--- src/rtl/sine_quarter_reader.sv ---
// Full-wave sine sample generator driven by a quarter-wave ROM: a tick divider
// advances a phase accumulator, which is folded into a ROM address plus sign.
module sine_quarter_reader #(
  parameter int ROM_DEPTH = 64,
  parameter int ROM_WIDTH = 8,
  parameter int CNT_DIV   = 10,
  localparam int ADDRW    = $clog2(4 * ROM_DEPTH),
  localparam int AW       = $clog2(ROM_DEPTH)
) (
  input  logic                 clk,
  input  logic                 rst,
  input  logic                 en,
  input  logic [ADDRW-1:0]     step,
  output logic [AW-1:0]        rom_addr,
  input  logic [ROM_WIDTH-1:0] rom_data,
  output logic [ROM_WIDTH:0]   sample,
  output logic                 sample_valid,
  output logic                 phase_wrap
);

  localparam int CW = (CNT_DIV > 1) ? $clog2(CNT_DIV) : 1;
  localparam logic [CW-1:0] CNT_LAST = CW'(CNT_DIV - 1);

  logic [CW-1:0]    cnt;
  logic [ADDRW-1:0] phase;
  logic             negate;
  logic             pending;

  logic             tick;
  logic [ADDRW:0]   phase_sum;
  logic [ADDRW-1:0] next_phase;
  logic             carry;
  logic [1:0]       quad;
  logic [AW-1:0]    idx;
  logic [AW-1:0]    next_addr;
  logic [ROM_WIDTH:0] magnitude;

  always_comb begin
    tick       = en && (cnt == CNT_LAST);
    phase_sum  = {1'b0, phase} + {1'b0, step};
    next_phase = phase_sum[ADDRW-1:0];
    carry      = phase_sum[ADDRW];
    quad       = next_phase[ADDRW-1:ADDRW-2];
    idx        = next_phase[AW-1:0];
    // Odd quadrants walk the table backwards; the half-sample offset of the
    // table means a plain mirror needs no endpoint correction.
    next_addr  = quad[0] ? (AW'(ROM_DEPTH - 1) - idx) : idx;
    magnitude  = {1'b0, rom_data};
  end

  always_ff @(posedge clk) begin
    if (rst) begin
      cnt          <= '0;
      phase        <= '0;
      rom_addr     <= '0;
      negate       <= 1'b0;
      pending      <= 1'b0;
      sample       <= '0;
      sample_valid <= 1'b0;
      phase_wrap   <= 1'b0;
    end else begin
      // The ROM read launched on a tick always completes one edge later,
      // even if en has dropped in between.
      pending      <= tick;
      sample_valid <= pending;
      phase_wrap   <= tick && carry;
      if (en) begin
        cnt <= tick ? '0 : cnt + 1'b1;
      end
      if (tick) begin
        phase    <= next_phase;
        rom_addr <= next_addr;
        negate   <= quad[1];
      end
      if (pending) begin
        sample <= negate ? -magnitude : magnitude;
      end
    end
  end

endmodule

--- config.mk ---
export PLATFORM = sky130hd
export DESIGN_NAME = sine_quarter_reader
export DESIGN_NICKNAME = d
export VERILOG_FILES = /design/src/rtl/sine_quarter_reader.sv
export SDC_FILE = /design/constraint.sdc
export NUM_CORES = 1
export LEC_CHECK = 0
export ABC_AREA = 1
export CAP_MARGIN = 5
export CORE_ASPECT_RATIO = 1.75
export CORE_MARGIN = 4
export CORE_UTILIZATION = 30
export CTS_CLUSTER_SIZE = 25
export DETAILED_ROUTE_END_ITERATION = 12
export HOLD_SLACK_MARGIN = 0.03
export PLACE_DENSITY = 0.61
export SLEW_MARGIN = 20
export SYNTH_ARGS = -nofsm -noshare
export SYNTH_HDL_FRONTEND = slang
export SYNTH_SLANG_ARGS = --single-unit
export TNS_END_PERCENT = 20
--- constraint.sdc ---
create_clock -name clk -period 5.9 [get_ports clk]
set_input_delay 1.77 -clock clk [delete_from_list [all_inputs] [get_ports clk]]
set_output_delay 1.77 -clock clk [all_outputs]
set_load 0.02 [all_outputs]
# Word level (Yosys, flattened, before mapping)
# Index checks and enable logic that the tools add are counted.
[totals]
regBits = 31
inputBits = 19
output_inout_bits = 17
[classes]
add_sub_neg = 4
n_eq_ne = 1
mux = 3
reduce_logical = 2
[op_table]
columns = ["op", "n"]
rows = [
  ["8-bit by 8-bit adder with 9-bit output", 1],
  ["9-bit two-way mux", 1],
  ["8-bit negation with 9-bit output", 1],
  ["6-bit two-way mux", 1],
  ["6-bit subtractor, first input constant", 1],
  ["4-bit by 1-bit adder with 4-bit output, second input constant", 1],
  ["4-bit equality test, second input constant", 1],
  ["4-bit two-way mux", 1],
  ["1-bit logical AND", 2],
]

# Longest topological paths before layout
[depth]
word_depth = 3
ltp_mapped = 11
mapped_depth_nobuf = 11

# Worst setup path after synthesis
# No wires, ideal clock.
[synth_timing]
path_type = "input to register"
start = "input step[0]"
end = "register rom_addr[4]"
setup_time_ns = 0.113
arrival_time_ns = 3.016
slack_ns = 2.771
path_stages = 10
path_buffers = 0
cell_sequence = "ha_1 -> fa_1 -> nand2_1 -> nand2_1 -> nand3_2 -> nand3_2 -> nand2_1 -> nand2_1 -> nand3_1 -> nand2_1"
[synth_via]
elab_chain_cells = 3
[synth_lines]
columns = ["item", "line_no", "rtl"]
rows = [
  ["start: declaration", "13", "input logic [ADDRW-1:0] step,"],
  ["8-bit by 8-bit adder with 9-bit output *", "40", "phase_sum = {1'b0, phase} + {1'b0, step};"],
  ["6-bit subtractor", "47", "next_addr = quad[0] ? (AW'(ROM_DEPTH - 1) - idx) : idx;"],
  ["6-bit two-way mux *", "47", ""],
  ["end signal: assignment", "72", "rom_addr <= next_addr;"],
  ["end: declaration", "14", "output logic [AW-1:0] rom_addr,"],
]
# Every way passes the cells marked *; elsewhere a longest branch is shown, timed or not.
# A chain may end at the register's enable or synchronous reset.

# Worst setup path in the final report
# Ends and elaborated chain as after synthesis.

==> impl_metrics.env <==
export IMPL_status="complete, no violations"
export IMPL_clkSinkCount=30
export IMPL_worst_setup_path_end_kind="flop"
export IMPL_n_fill_cell=589
export IMPL_io_buffer_count=35
export IMPL_ioPinCount=36
export IMPL_clkLatencyLatePin_ps=280
export IMPL_met3_usage_pct=3.56
export IMPL_grt_pass1_wl_um=6700
export IMPL_syn_num_nets=261
export IMPL_ant_nets=0
export IMPL_vias=1580
export IMPL_synth_seq_cells=30
export IMPL_design_area_um2=2220
export IMPL_die_height_um=107
export IMPL_grt_busiest_layer="met2"
export IMPL_final_cell_mix="nand2_1, clkdlybuf4s50_1, dfxtp_1"
export IMPL_synth_warnings=0
export IMPL_drv_slew=0
export IMPL_fin_worst_skew_ps=7.05
export IMPL_drive_above_1_share_pct=9.59
export IMPL_min_period_over_period_pct=57.3
export IMPL_grt_pass1_vias=1567
export IMPL_worstPathRequired_ps=6080
export IMPL_syn_area_um2=1680
export IMPL_initial_core_util_pct=31.4
export IMPL_overflow=0
export IMPL_p_total_uw=450
export IMPL_relSlewSlack_pct=69.2
export IMPL_drt_total_wl_um=3850
export IMPL_antenna_found_initial=0
export IMPL_power_density_nw_per_um2=203
export IMPL_dpl_hpwl_um=3020
export IMPL_cts_tree="yes"
export IMPL_worst_pin_slew_ps=462
export IMPL_timing_hold_violations_final=0
export IMPL_layout_nets=301
export IMPL_maxCapViolCount=0
export IMPL_h_tree_depth=2
export IMPL_rows=35
export IMPL_final_common_cell="nand2_1"
export IMPL_gr_usage_met2_pct=22.8
export IMPL_cts_buffers=5
export IMPL_critPathKind="primary input to flop"
export IMPL_place_area_um2=2110
export IMPL_cts_resized=0
export IMPL_dieArea_um2=6900
export IMPL_routabilityCongestion=0.805
export IMPL_cp_arrival_ps=3560
export IMPL_tns_ps=0
export IMPL_post_drt_wl_per_cell_um=11.2
export IMPL_seq_area_frac_synth_pct=35.8
export IMPL_met1_usage_pct=12.4
export IMPL_fp_dieW_um=64.5
export IMPL_cts_clk_slew_worst_paths_ps=60
export IMPL_hp_class="flop to flop"
export IMPL_dr_first_iter_drc_count=40
export IMPL_grt_total_usage_pct=12.4
export IMPL_clock_fmax_mhz=296
export IMPL_coreArea_um2=5340
export IMPL_firstDrtPassIters=4
export IMPL_ir_drop_v=0.000216
export IMPL_setup_viol=0
export IMPL_cts_root_buf="clkbuf_8"
export IMPL_syn_inst=230
export IMPL_drc_errors=0
export IMPL_via_per_inst=4.58
export IMPL_cts_hold_buf=0
export IMPL_power_leakage_uw=0.00103
export IMPL_syn2layout_area_growth_pct=32.4
export IMPL_avgSynthCellArea_um2=7.29
export IMPL_path_max_fanout=7
export IMPL_cp_start_kind="primary input"
export IMPL_yosysUniqueCellTypes=28
export IMPL_rsz0062_at_grt="no"
export IMPL_cts_path_max_buffers=2
export IMPL_postCtsSetupBuffers=0
export IMPL_period_minus_slack_ps=3380
export IMPL_n_antenna_cell=0
export IMPL_grt_max_degree=17
==> cells by family (layout without fill, tap and decap cells) <==
logic type,count (synthesis),count (layout),synth area share [%]
AOI/OAI and AO/OA,38,38,11.9
and+or+nand+nor,113,113,32.6
adders and majority gates,12,12,9.40
buffers and inverters,31,72,7.16
DFF,30,30,35.8
xor gates and xnor gates,6,6,3.13
==> registers in the layout (all words and copies together) (netlist names) <==
signal and flops:
cnt 4, pending 1, phase 8, phase_wrap 1, rom_addr 6, sample 9, sample_valid 1
==> routing by layer <==
| metal | routed length [um] | up-vias |
|---|---|---|
| li1 | - | 827 |
| met1 | 1510 | 712 |
| met2 | 2090 | 33 |
| met3 | 155 | 8 |
| met4 | 95 | 0 |
| met5 | 0 | - |
==> cells in the mapped netlist <==
| cell | n | area (um^2) |
|---|---|---|
| fa_1 | 1 | 20.0 |
| a21oi_1 | 22 | 110 |
| nand3b_1 | 1 | 7.51 |
| o21ai_1 | 1 | 5.00 |
| ha_1 | 11 | 138 |
| nor2_8 | 2 | 40.0 |
| nand3_2 | 4 | 40.0 |
| o21a_1 | 1 | 7.51 |
| or2_2 | 1 | 6.26 |
| nand2_2 | 1 | 6.26 |
| nor2_1 | 17 | 63.8 |
| nand3_4 | 1 | 17.5 |
| inv_1 | 22 | 82.6 |
| nand2_1 | 62 | 233 |
| buf_2 | 1 | 5.00 |
| and3_1 | 1 | 6.26 |
| dfxtp_1 | 30 | 601 |
| nand2_4 | 1 | 11.3 |
| a31o_2 | 1 | 8.76 |
| nor3_1 | 1 | 5.00 |
| nand3_1 | 17 | 85.1 |
| o31ai_1 | 1 | 7.51 |
| nand4_1 | 4 | 25.0 |
| xor2_1 | 6 | 52.6 |
| clkbuf_1 | 1 | 3.75 |
| o21ai_0 | 12 | 60.1 |
| inv_4 | 1 | 6.26 |
| inv_2 | 6 | 22.5 |
==> critical path, stage by stage <==
cell	delay, ps
clkdlybuf4s50_1	410
ha_1	240
fa_1	430
nand2_1	80
nand2_1	80
nand3_2	90
nand3_2	140
nand2_1	140
nand2_1	60
nand3_1	70
nand2_1	50
==> path summary, 6_finish.rpt <==
path,from,endpoint,slack [ps],depth (start not counted)
worst max register to register,phase[0],rom_addr[4],4120,10
worst min-delay path,rom_addr[4],rom_addr[4],450,2
worst max-delay path,step[0],rom_addr[4],2520,11
worst min register to register,rom_addr[4],rom_addr[4],450,2
==> metrics by stage <==
step | instances | worst slack, ps | utilization (%) | hold slack [ps]
2_1_floorplan | 230 | 2770 | - | 430
3_3_place_gp | 337 | 2260 | 39.5 | 447
3_5_place_dp | 337 | 2230 | 39.5 | 445
4_1_cts | 345 | 2510 | 41.5 | 461
5_1_grt | 345 | 2390 | 41.5 | 488
6_report | 345 | 2520 | 41.5 | 453
==> final cells by class <==
class                           instances  area, um^2  share of cell area, %
Clock buffer                            5        68.8                   3.10
Clock inverter                          3        40.0                   1.80
Inverter                               29         111                   5.02
Multi-Input combinational cell        169         956                   43.1
Sequential cell                        30         601                   27.1
Tap cell                               74        92.6                   4.17
Timing Repair Buffer                   35         350                   15.8
==> power by group <==
group | leakage [uW] | total, uW | switching, uW | internal (uW)
sequential | 0.000242 | 205 | 1.18 | 204
clock | 0.0000579 | 205 | 81.2 | 124
combinational | 0.000729 | 39.9 | 21.1 | 18.8
total | 0.00103 | 450 | 104 | 347
Note: power is estimated with default switching activity, not from simulation.
==> RTL edit 1 (config.mk and constraints unchanged) <==
Reset style: asynchronous (`rst`), changed in one clocked block.
--- a/src/rtl/sine_quarter_reader.sv
+++ b/src/rtl/sine_quarter_reader.sv
@@ -50,3 +50,3 @@
 
-  always_ff @(posedge clk) begin
+  always_ff @(posedge clk or posedge rst) begin
     if (rst) begin
Behaviour: no difference found for any inputs over 10 cycles, from zero or initial values and one cycle with rst high; that may be too few to reach the edited logic, so the function may still have changed.
==> RTL edit 1 against the unedited design <==
Non-clock buffer count increased by 1. Critical path type unchanged. Register-to-register slack worse by 260 ps. Largest cell class unchanged. Area after synthesis is 4.9% higher. Utilization fell by 0.61 points. Worst setup slack worse by 200 ps. Wire length is 1.4% higher. Sequential cell count did not move. Cell area rose by 3.8%.
Power is not compared: it rests on default switching activity, and its combinational part moved more than twofold at a synthesized area within 25%.
==> RTL edit 1: results (changes against the unedited design) <==
Synth
  • Mapped Nets: 259 (was 261)
  • Top cells by instance count after synthesis: 78 x nand2_1, 30 x dfrtp_1, 27 x inv_1 (was 62 x nand2_1, 30 x dfxtp_1, 22 x a21oi_1, 22 x inv_1)
  • Compound-Gate Fraction of Synth Area: 0.0868 (was 0.119)
  • Async SR Flop Fraction: 1.00 (was 0)
  • Synth Area in Adders: 0.0896 (was 0.0940)
  • Most used DFF post-synth: dfrtp_1 (was dfxtp_1)
  • Yosys cell types: 27 (was 28)
  • Cells after Synth: 228 (was 230)
  • Post-Synth XOR/XNOR Area: 0.0249 (was 0.0313)
  • Leading post-synthesis cells by cell area: dfrtp_1 43%, nand2_1 17%, ha_1 7.8% (was dfxtp_1 36%, nand2_1 14%, ha_1 8.2%)
  • Register area share after synthesis: 0.427 (was 0.358)

Route
  • Avg Vias per Cell: 4.50 (was 4.58)
  • Routed WL per cell: 11.4 um (was 11.2 um)
  • Initial DRC Count: 72 (was 40)
  • DR WL met3: 128 um (was 155 um)
  • Top Metal Used: met4 (unchanged)
  • Met2 wire length: 1970 um (was 2090 um)
  • M1 WL: 1610 um (was 1510 um)
  • Final wirelength: 3910 um (was 3850 um)

Clock network
  • Post-CTS Setup Inserts: 0 (unchanged)
  • Root buffer cell: clkbuf_8 (unchanged)
  • Inserted Clock Buffers: 5 (unchanged)

Final layout
  • Layout Nets: 298 (was 301)
  • Layout cells sized above 1: 0.0634 (was 0.0959)
  • Layout fillers: 573 (was 589)

Placement
  • Placed Cells: 336 (was 337)
  • Hpwl dp: 2980 um (was 3020 um)
  • RePlAce Congestion: 0.849 (was 0.805)
  • Place WS: 2060 ps (was 2230 ps)
  • Placed inst area: 0.00220 sq mm (was 0.00211 sq mm)

Setup path
  • Worst-path maximum fanout: 6 (was 7)
  • R2R setup slack: 3860 ps (was 4120 ps)
  • Worst EP arrival: 3760 ps (was 3560 ps)
  • Reg-to-Reg Start: phase[0] (unchanged)
  • Critical path's slowest cell: fa_1 (unchanged)

Global route
  • Vias in the first global route: 1493 (was 1567)
  • Met2 Use GR: 0.200 (was 0.228)
  • First-pass GRT wire length: 6530 um (was 6700 um)
  • Total track usage: 0.119 (was 0.124)
  • Grt met3 use: 0.0174 (was 0.0356)
  • Pin count of the biggest net entering global routing: 31 (was 17)
  • GR Util met1: 0.131 (was 0.124)

STA
  • Worst-margin pin slew: 422 ps (was 462 ps)
  • Clk_skew: 5.81 ps (was 7.05 ps)
  • Worst hold slack: 483 ps (was 453 ps)
  • Crit share post-route: 0.607 (was 0.573)

Worst hold path
  • Worst Hold Class: flop to flop (unchanged)
  • Hold Path Origin: sample[2] (was rom_addr[4])

Status
  • Status: finished, final reports clean (unchanged)
==> RTL edit 1: layout make-up <==
type,count,area (sq um),share of cell area
timing repair buffer,36,358,0.155
inverter,30,118,0.0510
clock inverter,3,40.0,0.0174
clock buffer,5,68.8,0.0299
multi-input combinational,164,875,0.379
tap,76,95.1,0.0413
sequential,30,751,0.326
==> RTL edit 1: worst min-delay path: cells and delay by family, from the launching register on <==
kind | cells | cell delay [ps]
AOI/OAI and AO/OA | 1 | 50
DFF | 1 | 350
and+or+nand+nor | 1 | 50
==> RTL edit 1: report_power, final <==
part	internal (W)	switching [W]
sequential	0.000295	0.0000595
clock	0.000124	0.0000792
combinational	0.000237	0.000321
==> RTL edit 1: worst paths after layout <==
kind | end | cells after the start
setup / recovery | rom_addr[4] | 12
hold / removal | sample[2] | 2
setup reg to reg | rom_addr[4] | 11
hold reg to reg | sample[2] | 2
max in group asynchronous | cnt[1] | 3
min in group asynchronous | sample[1] | 3
==> RTL edit 2 (config.mk and constraints unchanged) <==
Made on the original files. `ROM_DEPTH`: 64 -> 128.
--- a/src/rtl/sine_quarter_reader.sv
+++ b/src/rtl/sine_quarter_reader.sv
@@ -3,3 +3,3 @@
 module sine_quarter_reader #(
-  parameter int ROM_DEPTH = 64,
+  parameter int ROM_DEPTH = 128,
   parameter int ROM_WIDTH = 8,
Interface: changed (resized rom_addr and step); port bits go from 36 to 38. No check against the original RTL was run, so the function may have changed too.
==> RTL edit 2 against the unedited design <==
Sequential cell count rose by 2. Wire length is 20% higher. Die area is 12% higher. Clock power decreased by 20%. Cell area grew 8.9%. Global-route usage is 1.1 points higher. Clock skew down 0.93 ps. Area after synthesis up 13%. Worst setup slack better by 16 ps. Total power is 5.2% lower. Critical endpoint is now phase[8]. Largest cell class unchanged.
==> RTL edit 2: results (changes against the unedited design) <==
Status
  • Status: finished, final reports clean (unchanged)

Route
  • Met2 wire length: 2510 um (was 2090 um)
  • Routed WL per cell: 12.0 um (was 11.2 um)

Setup path
  • CP max stage delay: 410 ps (was 430 ps)
  • R2R setup slack: 4150 ps (was 4120 ps)
  • Worst EP arrival: 3540 ps (was 3560 ps)
  • FF-to-FF End: phase[8] (was rom_addr[4])

Synth
  • Mapped Nets: 302 (was 261)
  • Leading post-synthesis cells by cell area: dfxtp_1 34%, nand2_1 16%, ha_1 7.9% (was dfxtp_1 36%, nand2_1 14%, ha_1 8.2%)
  • Synth Area in Adders: 0.0897 (was 0.0940)
  • Post-Synth XOR/XNOR Area: 0.0277 (was 0.0313)
  • Yosys cell types: 31 (was 28)
  • Register area share after synthesis: 0.338 (was 0.358)

Placement
  • Hpwl dp: 3720 um (was 3020 um)
  • RePlAce Congestion: 0.838 (was 0.805)
  • IO Port Bufs: 37 (was 35)
  • Place WS: 2210 ps (was 2230 ps)

Final layout
  • Invs w/o clock: 37 (was 29)
  • Number of sequential cells: 32 (was 30)
  • Layout Nets: 341 (was 301)
  • Multi-input gate area: 0.00109 sq mm (was 956 sq um)
  • Layout fillers: 699 (was 589)
  • ClkCell Share: 0.0321 (was 0.0490)
  • Layout cells sized above 1: 0.101 (was 0.0959)
  • Largest regs: phase (9), sample (9), rom_addr (7) (was sample (9), phase (8), rom_addr (6))
  • NonClk Buf Share: 0.153 (was 0.158)
  • Register area: 641 sq um (was 601 sq um)
  • Clkbuf count: 6 (was 5)

Global route
  • Vias in the first global route: 1879 (was 1567)
  • GR Util met1: 0.125 (was 0.124)
  • Met2 Use GR: 0.255 (was 0.228)
  • Total track usage: 0.136 (was 0.124)

STA
  • Worst hold slack: 455 ps (was 453 ps)
  • Clk_skew: 6.12 ps (was 7.05 ps)
  • Worst rel slew slack: 0.634 (was 0.692)

Power and ir drop
  • Lkg Pwr: 1.13 nW (was 1.03 nW)
  • VDD IR max: 103 uV (was 216 uV)
  • Combinational power: 0.0000457 W (was 0.0000399 W)
  • P_seq: 0.000218 W (was 0.000205 W)
  • Switch Pwr: 0.000108 W (was 0.000104 W)

Worst hold path
  • Hold Path Origin: rom_addr[3] (was rom_addr[4])
  • Hold EP: rom_addr[3] (was rom_addr[4])
## RTL edit 2: worst max path at each step
| stage | from | end | slack [ps] | cells past startpoint |
|---|---|---|---|---|
| 3_5_place_dp | step[0] | phase[8] | 2210 | 12 |
| 2_1_floorplan | step[0] | phase[8] | 2790 | 11 |
| 6_report | step[0] | phase[8] | 2540 | 12 |
| 5_1_grt | step[0] | phase[8] | 2390 | 12 |
| 3_3_place_gp | step[0] | phase[8] | 2260 | 12 |
| 4_1_cts | step[0] | phase[8] | 2520 | 12 |
## RTL edit 2: through the flow
step / util / instances / area [sq um] / power, W
after CTS: 0.391 / 388 / 2420 / 0.000434
after floorplan: - / 269 / 1900 / 0.000249
final: 0.391 / 388 / 2420 / 0.000427
after global placement: 0.378 / 381 / 2340 / 0.000268
after detailed placement: 0.378 / 381 / 2340 / 0.000269
after global routing: 0.391 / 388 / 2420 / 0.000443
